File: config.mk
export PLATFORM = sky130hd
export DESIGN_NAME = fetch_queue
export DESIGN_NICKNAME = d
export VERILOG_FILES = /design/src/rtl/fetch_queue_pkg.sv /design/src/rtl/fetch_queue_sync_fifo.sv /design/src/rtl/fetch_queue.sv
export SDC_FILE = /design/constraint.sdc
export NUM_CORES = 1
export LEC_CHECK = 0
export CORE_MARGIN = 3
export CORE_UTILIZATION = 50
export CTS_CLUSTER_DIAMETER = 100
export CTS_CLUSTER_SIZE = 12
export DETAILED_ROUTE_END_ITERATION = 7
export PLACE_DENSITY = 0.73
export SYNTH_ARGS = -nofsm -noshare
export SYNTH_HDL_FRONTEND = slang
export SYNTH_SLANG_ARGS = --single-unit
File: constraint.sdc
create_clock -name clk -period 6.21 [get_ports clk]
set_input_delay 0.621 -clock clk [delete_from_list [all_inputs] [get_ports clk]]
set_output_delay 0.621 -clock clk [all_outputs]
set_load 0.05 [all_outputs]
File: src/rtl/fetch_queue_pkg.sv
// Shared types and constants for the instruction prefetch queue.
package fetch_queue_pkg;

    localparam int          FQ_XLEN = 64;
    localparam int          FQ_ILEN = 32;
    localparam logic [31:0] FQ_NOP  = 32'h0000_0013;

    typedef enum logic [1:0] {
        ST_IDLE = 2'd0,
        ST_WAIT = 2'd1,
        ST_DROP = 2'd2
    } fetch_state_t;

endpackage

File: src/rtl/fetch_queue_sync_fifo.sv
// Circular FIFO with synchronous clear; pop on empty is ignored, caller never pushes when full.
module sync_fifo #(
    parameter int DEPTH = 4,
    parameter int WIDTH = 96
) (
    input  logic                       clk,
    input  logic                       reset,
    input  logic                       clear,
    input  logic                       push,
    input  logic                       pop,
    input  logic [WIDTH-1:0]           wdata,
    output logic [WIDTH-1:0]           rdata,
    output logic [$clog2(DEPTH):0]     count
);

    localparam int AW = $clog2(DEPTH);
    localparam int CW = AW + 1;

    logic [WIDTH-1:0] mem [DEPTH];
    logic [AW-1:0]    head;
    logic [AW-1:0]    tail;
    logic [CW-1:0]    occ;
    logic             do_push;
    logic             do_pop;

    assign do_pop  = pop && (occ != '0);
    assign do_push = push;

    always_ff @(posedge clk or posedge reset) begin
        if (reset) begin
            head <= '0;
            tail <= '0;
            occ  <= '0;
        end else if (clear) begin
            head <= '0;
            tail <= '0;
            occ  <= '0;
        end else begin
            if (do_push) tail <= tail + 1'b1;
            if (do_pop)  head <= head + 1'b1;
            case ({do_push, do_pop})
                2'b10:   occ <= occ + 1'b1;
                2'b01:   occ <= occ - 1'b1;
                default: occ <= occ;
            endcase
        end
    end

    // Storage needs no reset: occ gates every read that matters.
    always_ff @(posedge clk) begin
        if (do_push && !clear) mem[tail] <= wdata;
    end

    assign rdata = mem[head];
    assign count = occ;

endmodule

File: src/rtl/fetch_queue.sv
// Prefetch queue: owns the fetch PC, keeps one imem request in flight, buffers {pc, instr}.
//
//   state   | meaning
//   --------+-------------------------------------------------
//   ST_IDLE | no request outstanding
//   ST_WAIT | request outstanding, its response is pushed
//   ST_DROP | request outstanding, its response is discarded
module fetch_queue
    import fetch_queue_pkg::*;
#(
    parameter int              DEPTH    = 4,
    parameter int              XLEN     = FQ_XLEN,
    parameter int              ILEN     = FQ_ILEN,
    parameter logic [XLEN-1:0] RESET_PC = '0,
    parameter logic [ILEN-1:0] NOP      = FQ_NOP
) (
    input  logic                   clk,
    input  logic                   reset,
    output logic                   imem_req,
    output logic [XLEN-1:0]        imem_addr,
    input  logic                   imem_valid,
    input  logic [ILEN-1:0]        imem_rdata,
    input  logic                   redirect,
    input  logic [XLEN-1:0]        redirect_pc,
    input  logic                   deq,
    output logic                   out_valid,
    output logic [ILEN-1:0]        out_instr,
    output logic [XLEN-1:0]        out_pc,
    output logic [$clog2(DEPTH):0] count
);

    localparam int CW = $clog2(DEPTH) + 1;

    fetch_state_t          state;
    logic [XLEN-1:0]       fetch_pc;
    logic [XLEN-1:0]       req_pc;
    logic [CW-1:0]         fifo_count;
    logic [CW-1:0]         count_after_pop;
    logic [XLEN+ILEN-1:0]  head;
    logic                  has_head;
    logic                  pop;
    logic                  push;
    logic                  issue;

    assign has_head        = (fifo_count != '0);
    assign pop             = deq && has_head && !redirect;
    assign push            = (state == ST_WAIT) && imem_valid && !redirect;
    assign count_after_pop = fifo_count - {{(CW-1){1'b0}}, pop};
    // Issue only from IDLE, so nothing is in flight and the new request reserves the free slot.
    assign issue           = !reset && (state == ST_IDLE) && !redirect &&
                             (count_after_pop < CW'(DEPTH));

    sync_fifo #(
        .DEPTH (DEPTH),
        .WIDTH (XLEN + ILEN)
    ) u_fifo (
        .clk   (clk),
        .reset (reset),
        .clear (redirect),
        .push  (push),
        .pop   (pop),
        .wdata ({req_pc, imem_rdata}),
        .rdata (head),
        .count (fifo_count)
    );

    always_ff @(posedge clk or posedge reset) begin
        if (reset) begin
            state    <= ST_IDLE;
            fetch_pc <= RESET_PC;
            req_pc   <= '0;
        end else if (redirect) begin
            fetch_pc <= redirect_pc;
            // A response arriving with the redirect retires the outstanding request.
            if (state != ST_IDLE) state <= imem_valid ? ST_IDLE : ST_DROP;
        end else begin
            case (state)
                ST_IDLE: if (issue) begin
                    state    <= ST_WAIT;
                    req_pc   <= fetch_pc;
                    fetch_pc <= fetch_pc + XLEN'(4);
                end
                ST_WAIT: if (imem_valid) state <= ST_IDLE;
                ST_DROP: if (imem_valid) state <= ST_IDLE;
                default: state <= ST_IDLE;
            endcase
        end
    end

    assign imem_req  = issue;
    assign imem_addr = fetch_pc;
    assign out_valid = has_head;
    assign out_instr = has_head ? head[ILEN-1:0] : NOP;
    assign out_pc    = has_head ? head[XLEN+ILEN-1:ILEN] : '0;
    assign count     = fifo_count;

`ifndef SYNTHESIS
    always @(posedge clk) begin
        if (!reset)
            assert (!(state == ST_IDLE && imem_valid))
            else $warning("imem_valid ignored: no request outstanding");
    end
`endif

endmodule

* Word level (Yosys, flattened, before mapping) *
Memory sizes are Yosys's and may differ from the RTL's.
Index checks and enable logic that the tools add are counted.

operators by class
  eq/ne operators = 7
  order comparisons = 1
  multiplexer cells = 19
  bitwise gates (word level) = 1
  add/sub/neg operators = 6
  reduce and logical (&&, ||, !) cells = 23

operator list
  cell                   number
  $mux 64                4
  $add 64x3->64 const B  1
  $mux 32                1
  $mux 2                 9
  $reduce_bool 2->1      5
  $logic_and 1x1->1      9
  $pmux 3 s2             1
  $reduce_and 3->1       2
  $reduce_bool 3->1      2
  $add 2x1->2 const B    2
  $eq 2x1->1 const B     2
  $eq 2x2->1 const B     2
  $pmux 2 s2             1
  $add 3x1->3 const B    1
  $lt 3x3->1 const B     1
  $mux 3                 1
  $ne 3x1->1 const B     1
  $ne 3x3->1 const B     1
  $sub 3x1->3            1
  $sub 3x1->3 const B    1
  $logic_not 1->1        2
  $logic_not 2->1        1
  $mux 1                 2
  $ne 2x1->1 const B     1
  other kinds (3)        3

storage, ports and cells
  memories kept = 1
  flip-flop bits (word level) = 137
  bits of input ports = 101
  word-level logic and storage cells = 64
  bits in writable memories = 384
  output and inout bits = 165

memory list
  name        depth  width  read ports  clocked after memory_dff  wr ports  line                         source
  u_fifo.mem  4      96     1           0                         1         fetch_queue_sync_fifo.sv:19  logic [WIDTH-1:0] mem [DEPTH];

* Depth between registers and ports, before layout *
Gate-level depths: netlist of the first run.

  depth after elaboration = 9
  mapped depth = 10

* Modules after synthesis *
Synthesis of the first run repeated with hierarchy kept, for this count alone.

second synthesis, totals
  cells, all modules = 1,425
  area total of the unflattened synthesis = 21,470.6 um^2

by module, submodules not included
  module       area each (um^2)  times used  cells each
  sync_fifo    14,322.5          1           554
  fetch_queue  7,148.1           1           871

* Worst setup path after synthesis of the first run *
Ideal clock, no wire load.

  path kind = input -> register
  start point = input redirect
  end point = memory u_fifo.mem[0][0], enable pin
  required time = 5.744 ns
  cell stages on the path = 4
  arrival time = 3.422 ns
  buffers on the path = 2
  slack = 2.322 ns
  cell sequence = clkbuf_1 clkbuf_1 nor2_1 and2_1

between the ends
  cells in the longest elaborated chain, start to end = 5

RTL lines
  element                           line                                            source
  start: declaration                fetch_queue.sv:23                               input logic redirect,
  $logic_not 1->1 (*)               fetch_queue_sync_fifo.sv:51, fetch_queue.sv:47
  $logic_and 1x1->1                 fetch_queue.sv:47                               assign push = (state == ST_WAIT) && imem_valid && !redirect;
  $logic_and 1x1->1 (*)             fetch_queue_sync_fifo.sv:51                     if (do_push && !clear) mem[tail] <= wdata;
  $mux 1 (*)                        fetch_queue_sync_fifo.sv:51
  $mux 1 (implied by the code) (*)  fetch_queue_sync_fifo.sv:51
  end: declaration                  fetch_queue_sync_fifo.sv:19

Mark *: on every way between the ends. The rest lies on a longest branch, timed or not.

* Final worst setup path of the first run *
  start point = register u_fifo.occ[2] (netlist: u_fifo.count[2])
  end point = output out_pc[39]

between the ends
  cells in the longest elaborated chain, start to end = 2

RTL lines
  element                   line                         source
  start: declaration        fetch_queue_sync_fifo.sv:22  logic [CW-1:0] occ;
  start signal: assignment  fetch_queue_sync_fifo.sv:42  2'b10: occ <= occ + 1'b1;
  start signal: assignment  fetch_queue_sync_fifo.sv:43  2'b01: occ <= occ - 1'b1;
  $reduce_bool 3->1         fetch_queue.sv:45            assign has_head = (fifo_count != '0);
  $mux 64                   fetch_queue.sv:94            assign out_pc = has_head ? head[XLEN+ILEN-1:ILEN] : '0;
  end: declaration          fetch_queue.sv:28            output logic [XLEN-1:0] out_pc,

Every way passes these cells.

==> results.json, run 1 <==
{
  "status": "completed",
  "crit_fanout": 60,
  "synth_area_leaders": "edfxtp_1 (54%), dfrtp_1 (16%), mux4_2 (10%), mux2_2 (3.2%), and2_1 (3.0%)",
  "avgViaCountPerCell": 5.84,
  "ys.warnings.count": 0,
  "max_slew_margin_pct": 16.5,
  "power.density_mw_per_mm2": 427,
  "area_growth_syn_to_layout_pct": 21.7,
  "cp-end-kind": "output pin",
  "synth.area.mux_share_pct": 13.4,
  "row_count": 75,
  "synthAdderAreaFrac_pct": 0.504,
  "ys.flop_type": "edfxtp_1",
  "report.final.slew_viol_count": 0,
  "cts_tree": "done",
  "synth-seq-cells": 521,
  "nNetsFinal": 1650,
  "root_buffer": "clkbuf_16",
  "synth_top_family_by_area": "multiplexers",
  "die_x_um": 213,
  "final.setup.tns_ns": 0,
  "post-cts-setup-buffers": 0,
  "start_kind": "register",
  "period_share_pct": 77.0,
  "hp-class": "input pin to register",
  "worstPathRequired_ns": 5.59,
  "setup_ws_ns": 1.43,
  "grt_start_max_net_pins": 95,
  "drive_gt1_share_pct": 16.1,
  "cts_made_buffers": 49,
  "cp_slowest_stage_delay_ns": 0.78,
  "syn-num-nets": 1385,
  "syn_area_mm2": 0.0213,
  "cp_top_family": "buffers and inverters",
  "p_leak_uw": 0.00873,
  "synth_xor_area_share_pct": 1.35,
  "globalRoute.totalOverflow": 0,
  "drc": 0,
  "firstDrtPassIters": 5,
  "grt_pass1_vias": 12477,
  "die_area_mm2": 0.0452,
  "critical_path_class": "register to output pin",
  "yosys.area_share.simple_pct": 9.73,
  "maxCapViolations": 0,
  "netlist.area_leader.share_pct": 54.0,
  "final_cell_mix": "edfxtp_1 (384), clkdlybuf4s50_1 (264), dfrtp_1 (135)",
  "fmax_mhz": 209,
  "ctsHoldBuffers": 0,
  "ant_nets": 0,
  "arrival_ns": 4.16,
  "dpl_cell_area_mm2": 0.0245,
  "initial_utilization_pct": 50.8,
  "fill_cells": 3124,
  "syn_inst": 1276,
  "detail_route.wl_per_cell_um": 24.0,
  "clock_path_buffers": 3,
  "grt_usage_pct": 23.0,
  "fin_crit_ns": 4.78,
  "avgSynthCellArea_um2": 16.7,
  "synth_edf_count": 384,
  "pre_cts_ws_ns": 1.97,
  "synth_largest_area_cell": "edfxtp_1",
  "p_total_uw": 11100,
  "fp.dieH_um": 213,
  "drtIter0Drc": 885,
  "core_mm2": 0.0420,
  "vias": 12396,
  "crit_buf_inv": 3,
  "async_reset_ff_share_pct": 26.3,
  "htreeDepth": 2,
  "finalHoldViolCount": 0,
  "ctsResizeCount": 0,
  "antenna_found_initial": 1,
  "cts_sinks": 521,
  "worst_path_max_delay_cell": "clkinv_2",
  "grt_pass1_wl_um": 77700,
  "clk_latency_ns": 0.58,
  "dp.final_hpwl_um": 31800,
  "rsz0062_at_grt": "no",
  "final_common_cell": "edfxtp_1",
  "seq_area_frac_synth_pct": 70.1,
  "yosysUniqueCellTypes": 64,
  "path_clk_slew_ns": 0.06,
  "design_area_mm2": 0.0260,
  "crit_chain": "nor3_1 -> clkinv_2 -> buf_4 -> and2_1 -> clkdlybuf4s50_1",
  "tightest_slew_ns": 1.25,
  "port_buffers": 265,
  "finalSetupViolCount": 0,
  "io-pin-count": 266,
  "clock_skew_ns": 0.0131,
  "peakVddDrop_mv": 0.273,
  "place.gp.congestion": 0.863,
  "wl_um": 50900,
  "synth_compound_area_share_pct": 3.23
}
layout make-up:
| class | count | area [um^2] | area share, % |
|---|---|---|---|
| antenna | 1 | 2.50 | 0.00963 |
| clock buffer | 89 | 1420 | 5.46 |
| clock inverter | 2 | 17.5 | 0.0674 |
| inverter | 16 | 66.3 | 0.255 |
| multi-input combinational | 671 | 6040 | 23.3 |
| sequential | 521 | 15000 | 57.6 |
| tap | 539 | 674 | 2.60 |
| timing repair buffer | 282 | 2790 | 10.7 |
power breakdown:
part           switching (uW)  internal (uW)
logic                    2210           1370
clock network            1220           1540
registers                 440           4330
final timing paths:
check	slack, ns	depth (start not counted)	to	startpoint
setup / recovery	1.43	5	out_pc[39]	u_fifo.count[2]$_DFFE_PP0P_
hold / removal	0.40	2	u_fifo.tail[1]$_DFFE_PP0P_	redirect
setup reg to reg	2.76	9	u_fifo.count[2]$_DFFE_PP0P_	u_fifo.count[2]$_DFFE_PP0P_
hold reg to reg	0.51	0	u_fifo.mem[0][75]$_DFFE_PP_	req_pc[43]$_DFFE_PP0P_
max in group asynchronous	4.33	3	req_pc[41]$_DFFE_PP0P_	reset
min in group asynchronous	0.68	2	imem_addr[26]$_DFFE_PP0P_	reset
cells in the mapped netlist, types with 3 or more instances:
| library cell | n |
|---|---|
| edfxtp_1 | 384 |
| dfrtp_1 | 137 |
| and2_1 | 101 |
| mux4_2 | 96 |
| nand2_1 | 68 |
| mux2_2 | 60 |
| clkbuf_1 | 43 |
| nor2_1 | 41 |
| o21ai_0 | 41 |
| nand3_1 | 39 |
| nand4_1 | 35 |
| xor2_1 | 24 |
| a31oi_1 | 18 |
| and3_1 | 15 |
| inv_1 | 15 |
| or4_1 | 14 |
| nor3_1 | 12 |
| o31ai_1 | 12 |
| buf_1 | 11 |
| buf_2 | 11 |
| xnor2_1 | 9 |
| ha_1 | 7 |
| and4_1 | 6 |
| or2_2 | 6 |
| nor2b_1 | 5 |
| nor4_1 | 5 |
| o311ai_0 | 5 |
| or3_1 | 5 |
| a21oi_1 | 3 |
| a22oi_1 | 3 |
| a311o_1 | 3 |
| o211ai_1 | 3 |
| o41ai_1 | 3 |
sequential cells by signal (all words and copies together), names as in the netlist:
| signal | flops |
|---|---|
| req_pc | 64 |
| u_fifo.mem | 384 |
| u_fifo.tail | 2 |
| imem_addr | 64 |
| u_fifo.head | 2 |
| u_fifo.count | 3 |
| state | 2 |
metal layers:
layer | vias to the layer above | part of all wire, % | GRT usage [%] | wire (um)
li1 | 5499 | - | - | -
met1 | 6391 | 44 | 33.4 | 22300
met2 | 432 | 47 | 35.5 | 24000
met3 | 72 | 6.9 | 5.02 | 3510
met4 | 2 | 2.2 | 6.63 | 1130
met5 | - | 0.039 | 0 | 20
metrics by stage:
stage / cells / util [%] / hold WS (ns)
floorplan: 1276 / - / 0.469
global placement: 2029 / 58.4 / 0.485
detailed placement: 2029 / 58.4 / 0.502
CTS: 2120 / 61.8 / 0.357
global route: 2120 / 61.8 / 0.396
finish: 2121 / 61.8 / 0.402
kinds of logic (layout without fill, tap and decap cells):
kind of cell | Yosys count | in the layout
other | 0 | 1
XOR/XNOR | 33 | 33
multiplexers | 159 | 159
AND/OR/NAND/NOR | 368 | 368
buffers and inverters | 84 | 389
flip-flops | 521 | 521
adder cells (fa/ha/maj) | 8 | 8
AO/OA/AOI/OAI | 103 | 103
No activity file was read; power rests on OpenSTA's default activity.
==> run 2: changes to the inputs <==
clock period = 4.73 ns   (was 6.21 ns; I/O delays follow)
==> run 2 against run 1 <==
Effect of this change: utilization up 0.28 points; clock power grew 32%; clock skew rose by 0.00052 ns; register-to-register slack lost 1.1 ns; global-route usage down 0.11 points; sequential power up 31%; routed wire length rose by 0.40%; largest power group unchanged.
==> results.json, run 2 (synthesis gave the netlist of run 1 again) <==
{
  "status": "completed",
  "worstPathRequired_ns": 4.26,
  "p_int_uw": 9540,
  "seq_area_mm2": 0.0150,
  "clockPowerShare_pct": 24.7,
  "vias": 12424,
  "nNetsFinal": 1649,
  "detail_route.wl_per_cell_um": 24.1,
  "design_area_mm2": 0.0261,
  "pre_cts_ws_ns": 0.992,
  "placedCellCount": 2028,
  "area_growth_syn_to_layout_pct": 22.3,
  "initial_utilization_pct": 50.8,
  "final_cells": 2121,
  "pwr-share-comb_pct": 32.7,
  "cts_sinks": 521,
  "rsz0062_at_grt": "no",
  "ant_nets": 0,
  "fill_cells": 3106,
  "die_area_mm2": 0.0452,
  "largest_reg_flops": 384,
  "avgViaCountPerCell": 5.86,
  "final_common_cell": "edfxtp_1",
  "clk_latency_ns": 0.57,
  "finalHoldViolCount": 0,
  "root_buffer": "clkbuf_16",
  "arrival_ns": 3.51,
  "drtIter0Drc": 891,
  "fin_crit_ns": 3.98,
  "port_buffers": 265,
  "max_slew_margin_pct": 16.6,
  "power.density_mw_per_mm2": 562,
  "finalSetupViolCount": 0,
  "wl_um": 51100,
  "die_x_um": 213,
  "period_share_pct": 84.1,
  "clock_path_buffers": 3,
  "row_count": 75,
  "cts_made_buffers": 49,
  "power_switching_uw": 5120,
  "io-pin-count": 266,
  "grt_usage_pct": 22.9,
  "ctsResizeCount": 0,
  "cp-end-kind": "output pin",
  "peakVddDrop_mv": 0.444,
  "grt_pass1_wl_um": 77400,
  "maxCapViolations": 0,
  "hp-class": "input pin to register",
  "dpl_cell_area_mm2": 0.0247,
  "cts_tree": "done",
  "start_kind": "register",
  "top_register": "u_fifo.mem",
  "path_clk_slew_ns": 0.06,
  "clock_skew_ns": 0.0136,
  "globalRoute.totalOverflow": 0,
  "antenna_found_initial": 6,
  "final.setup.tns_ns": 0,
  "fp.dieH_um": 213,
  "fmax_mhz": 251,
  "share_seq_of_total_power_pct": 42.6,
  "switching_share_pct": 34.9,
  "grt_pass1_vias": 12627,
  "dp.final_hpwl_um": 32400,
  "hold_slack_ns": 0.213,
  "setup_ws_ns": 0.752,
  "post-cts-setup-buffers": 0,
  "crit_fanout": 54,
  "ctsHoldBuffers": 0,
  "drc": 0,
  "report.final.slew_viol_count": 0,
  "drive_gt1_share_pct": 16.1,
  "multi_input_area_mm2": 0.00604,
  "p_leak_uw": 0.00876,
  "grt_start_max_net_pins": 94,
  "critical_path_class": "register to output pin",
  "final_cell_mix": "edfxtp_1 (384), clkdlybuf4s50_1 (263), dfrtp_1 (135)",
  "core_mm2": 0.0420,
  "place.gp.congestion": 0.828,
  "htreeDepth": 2,
  "firstDrtPassIters": 5,
  "tightest_slew_ns": 1.25
}
## run 2: cell types whose count changed in the layout (fill, tap and decap cells not counted)
cell,previous run,this run
clkdlybuf4s50_1,264,263
buf_4,17,7
buf_12,1,11
clkbuf_1,38,39
## run 2: path summary, 6_finish.rpt
kind / startpoint / to / slack (ns) / cells after the start
worst max-delay path: u_fifo.count[2]$_DFFE_PP0P_ / out_pc[35] / 0.75 / 6
worst min-delay path: redirect / u_fifo.head[1]$_DFFE_PP0P_ / 0.21 / 2
worst max register to register: u_fifo.count[0]$_DFFE_PP0P_ / req_pc[35]$_DFFE_PP0P_ / 1.65 / 6
worst min register to register: req_pc[41]$_DFFE_PP0P_ / u_fifo.mem[2][73]$_DFFE_PP_ / 0.51 / 0
max in group asynchronous: reset / req_pc[41]$_DFFE_PP0P_ / 3.31 / 3
min in group asynchronous: reset / req_pc[7]$_DFFE_PP0P_ / 0.53 / 2
## run 2: layout make-up
class                   instances  area share (%)
repair buffers                281            11.1
inverters                      16           0.254
multi-input cells             671            23.1
flip-flops and latches        521            57.4
diodes                          1         0.00959
well taps                     539            2.58
clock inverters                 2          0.0671
clock buffers                  90            5.45
## run 2: power by group through the flow
stage / Sequential (uW) / Clock, uW / Combinational (uW)
floorplan: 6300 / 0 / 3100
global placement: 6280 / 0 / 4790
detailed placement: 6340 / 0 / 4830
CTS: 6250 / 3720 / 4850
global route: 6340 / 3900 / 5050
finish: 6250 / 3620 / 4790
## run 2: critical path, cell delays in order (launching register included)
cell,delay (ns)
dfrtp_1,0.53
nor3_1,0.26
buf_4,0.19
clkinv_2,0.57
buf_12,0.43
and2_1,0.19
clkdlybuf4s50_1,0.72
## run 2: stage by stage
stage	utilization (%)	power (uW)
6_report	62.1	14700
5_1_grt	62.1	15300
3_3_place_gp	58.6	11100
4_1_cts	62.1	14800
3_5_place_dp	58.6	11200
2_1_floorplan	-	9410
## run 2: metal layers
layer / part of all wire [%] / GRT usage, % / vias up
li1: - / - / 5509
met3: 7.5 / 5.31 / 78
met2: 47 / 35.6 / 410
met1: 43 / 32.5 / 6419
met4: 2.4 / 7.34 / 8
met5: 0.094 / 0 / -
==> run 3: changes to the inputs <==
PLACE_DENSITY = 0.76   (was 0.73)
clock period = 3.6 ns   (was 4.73 ns; I/O delays follow)
==> run 3 against run 2 <==
Effect of this change: first-iteration DRC count up 27%; total power increased by 30%; utilization shrank 0.074 points; count of clock-buffer cells in the layout decreased by 2; global-route usage up 0.32 points; sequential share of layout area rose by 0.069 points; non-clock buffer count grew 23; setup slack got worse by 0.51 ns; routed wire length is 1.2% higher; hold slack lost 0.044 ns; critical path type unchanged; largest power group unchanged; highest routed layer unchanged.
==> results.json, run 3 (synthesis gave the netlist of run 1 again) <==
{
  "status": "completed",
  "clock_path_buffers": 3,
  "area_growth_syn_to_layout_pct": 22.2,
  "grt_pass1_wl_um": 78500,
  "rr_worst_depth": 5,
  "crit_fanout": 34,
  "wl_um": 51700,
  "worstPathRequired_ns": 3.24,
  "rsz0062_at_grt": "no",
  "fmax_mhz": 298,
  "dp.final_hpwl_um": 33700,
  "ant_nets": 0,
  "clk_latency_ns": 0.58,
  "initial_utilization_pct": 50.8,
  "reg2reg_from": "imem_addr[44]$_DFFE_PP0P_",
  "largest_reg_flops": 384,
  "final_common_cell": "edfxtp_1",
  "htreeDepth": 2,
  "top_register": "u_fifo.mem",
  "max_slew_margin_pct": 19.8,
  "drtIter0Drc": 1128,
  "tightest_slew_ns": 1.19,
  "hp-class": "input pin to register",
  "die_x_um": 213,
  "post-cts-setup-buffers": 0,
  "grt_pass1_vias": 12654,
  "root_buffer": "clkbuf_16",
  "clock_skew_ns": 0.0231,
  "place.gp.congestion": 0.853,
  "grt_start_max_net_pins": 87,
  "io-pin-count": 266,
  "power.density_mw_per_mm2": 733,
  "peakVddDrop_mv": 0.440,
  "drc": 0,
  "nNetsFinal": 1672,
  "vias": 12578,
  "firstDrtPassIters": 5,
  "report.final.slew_viol_count": 0,
  "port_buffers": 265,
  "fin_crit_ns": 3.36,
  "p_total_uw": 19100,
  "cts_sinks": 521,
  "final_cell_mix": "edfxtp_1 (384), clkdlybuf4s50_1 (198), dfrtp_1 (135)",
  "arrival_ns": 3.00,
  "final.setup.tns_ns": 0,
  "fp.dieH_um": 213,
  "avgViaCountPerCell": 5.87,
  "hold_path_depth": 2,
  "grt_usage_pct": 23.2,
  "core_mm2": 0.0420,
  "finalHoldViolCount": 0,
  "cts_tree": "done",
  "cts_made_buffers": 49,
  "maxCapViolations": 0,
  "globalRoute.totalOverflow": 0,
  "timing.rr.end": "imem_addr[52]$_DFFE_PP0P_",
  "ff2ff_setup_slack_ns": 0.79,
  "path_clk_slew_ns": 0.06,
  "final_cells": 2144,
  "period_share_pct": 93.2,
  "drive_gt1_share_pct": 21.3,
  "ctsHoldBuffers": 0,
  "finalSetupViolCount": 0,
  "start_kind": "register",
  "row_count": 75,
  "die_area_mm2": 0.0452,
  "placedCellCount": 2051,
  "critical_path_class": "register to output pin",
  "p_leak_uw": 0.00897,
  "cp-end-kind": "output pin",
  "min_to": "u_fifo.tail[1]$_DFFE_PP0P_",
  "detail_route.wl_per_cell_um": 24.1,
  "ctsResizeCount": 0,
  "hold_path_startpoint": "redirect",
  "antenna_found_initial": 6
}
==> run 3: cell types whose count changed in the layout (fill, tap and decap cells not counted) <==
cell / previous run / this run
clkinvlp_4: 0 / 1
clkdlybuf4s50_1: 263 / 198
inv_2: 1 / 2
buf_4: 7 / 95
clkinv_2: 1 / 0
clkbuf_16: 51 / 49
diode_2: 1 / 2
==> run 3: how the worst max path moves through the flow <==
| stage | from | end | slack, ns | depth (start not counted) |
|---|---|---|---|---|
| global route | u_fifo.head[0]$_DFFE_PP0P_ | out_pc[37] | 0.07 | 4 |
| floorplan | u_fifo.count[2]$_DFFE_PP0P_ | out_pc[54] | 0.88 | 5 |
| detailed placement | deq | imem_addr[41]$_DFFE_PP0P_ | 0.54 | 6 |
| finish | u_fifo.head[0]$_DFFE_PP0P_ | out_pc[37] | 0.24 | 4 |
| global placement | deq | imem_addr[63]$_DFFE_PP0P_ | 0.67 | 6 |
| CTS | u_fifo.head[0]$_DFFE_PP0P_ | out_pc[37] | 0.13 | 4 |
==> run 3: where the power goes <==
group | switching [uW] | total, uW | internal, uW | leakage (uW)
clock | 2120 | 4690 | 2570 | 0.000663
sequential | 690 | 8150 | 7460 | 0.00510
combinational | 3950 | 6260 | 2310 | 0.00320
==> run 3: area by class of cell <==
type	instances	area (um^2)
Multi-Input combinational cell	671	6040
Timing Repair Buffer	304	2920
Fill cell	3090	16000
Clock inverter	3	26.3
Sequential cell	521	15000
Clock buffer	88	1370
Inverter	16	63.8
Antenna cell	2	5.00
Tap cell	539	674
==> run 3: critical path, stage by stage, from the launching register on <==
cell and delay [ns]:
dfrtp_4 0.66, buf_12 0.34, mux4_2 0.55, and2_1 0.17, clkdlybuf4s50_1 0.69
==> run 3: metrics by stage <==
step	hold WS (ns)	setup slack [ns]	area (um^2)	utilization, %
6_report	0.169	0.243	26100	62.0
4_1_cts	0.129	0.125	26100	62.0
2_1_floorplan	0.458	0.878	21300	-
3_5_place_dp	0.499	0.542	24700	58.7
3_3_place_gp	0.484	0.674	24700	58.7
5_1_grt	0.152	0.0733	26100	62.0
==> run 3: metal layers <==
metal  wire, um  track usage [%]
met2      24800             36.8
met5         27                0
met3       3960             5.61
met4       1270             6.01
met1      21600             32.8
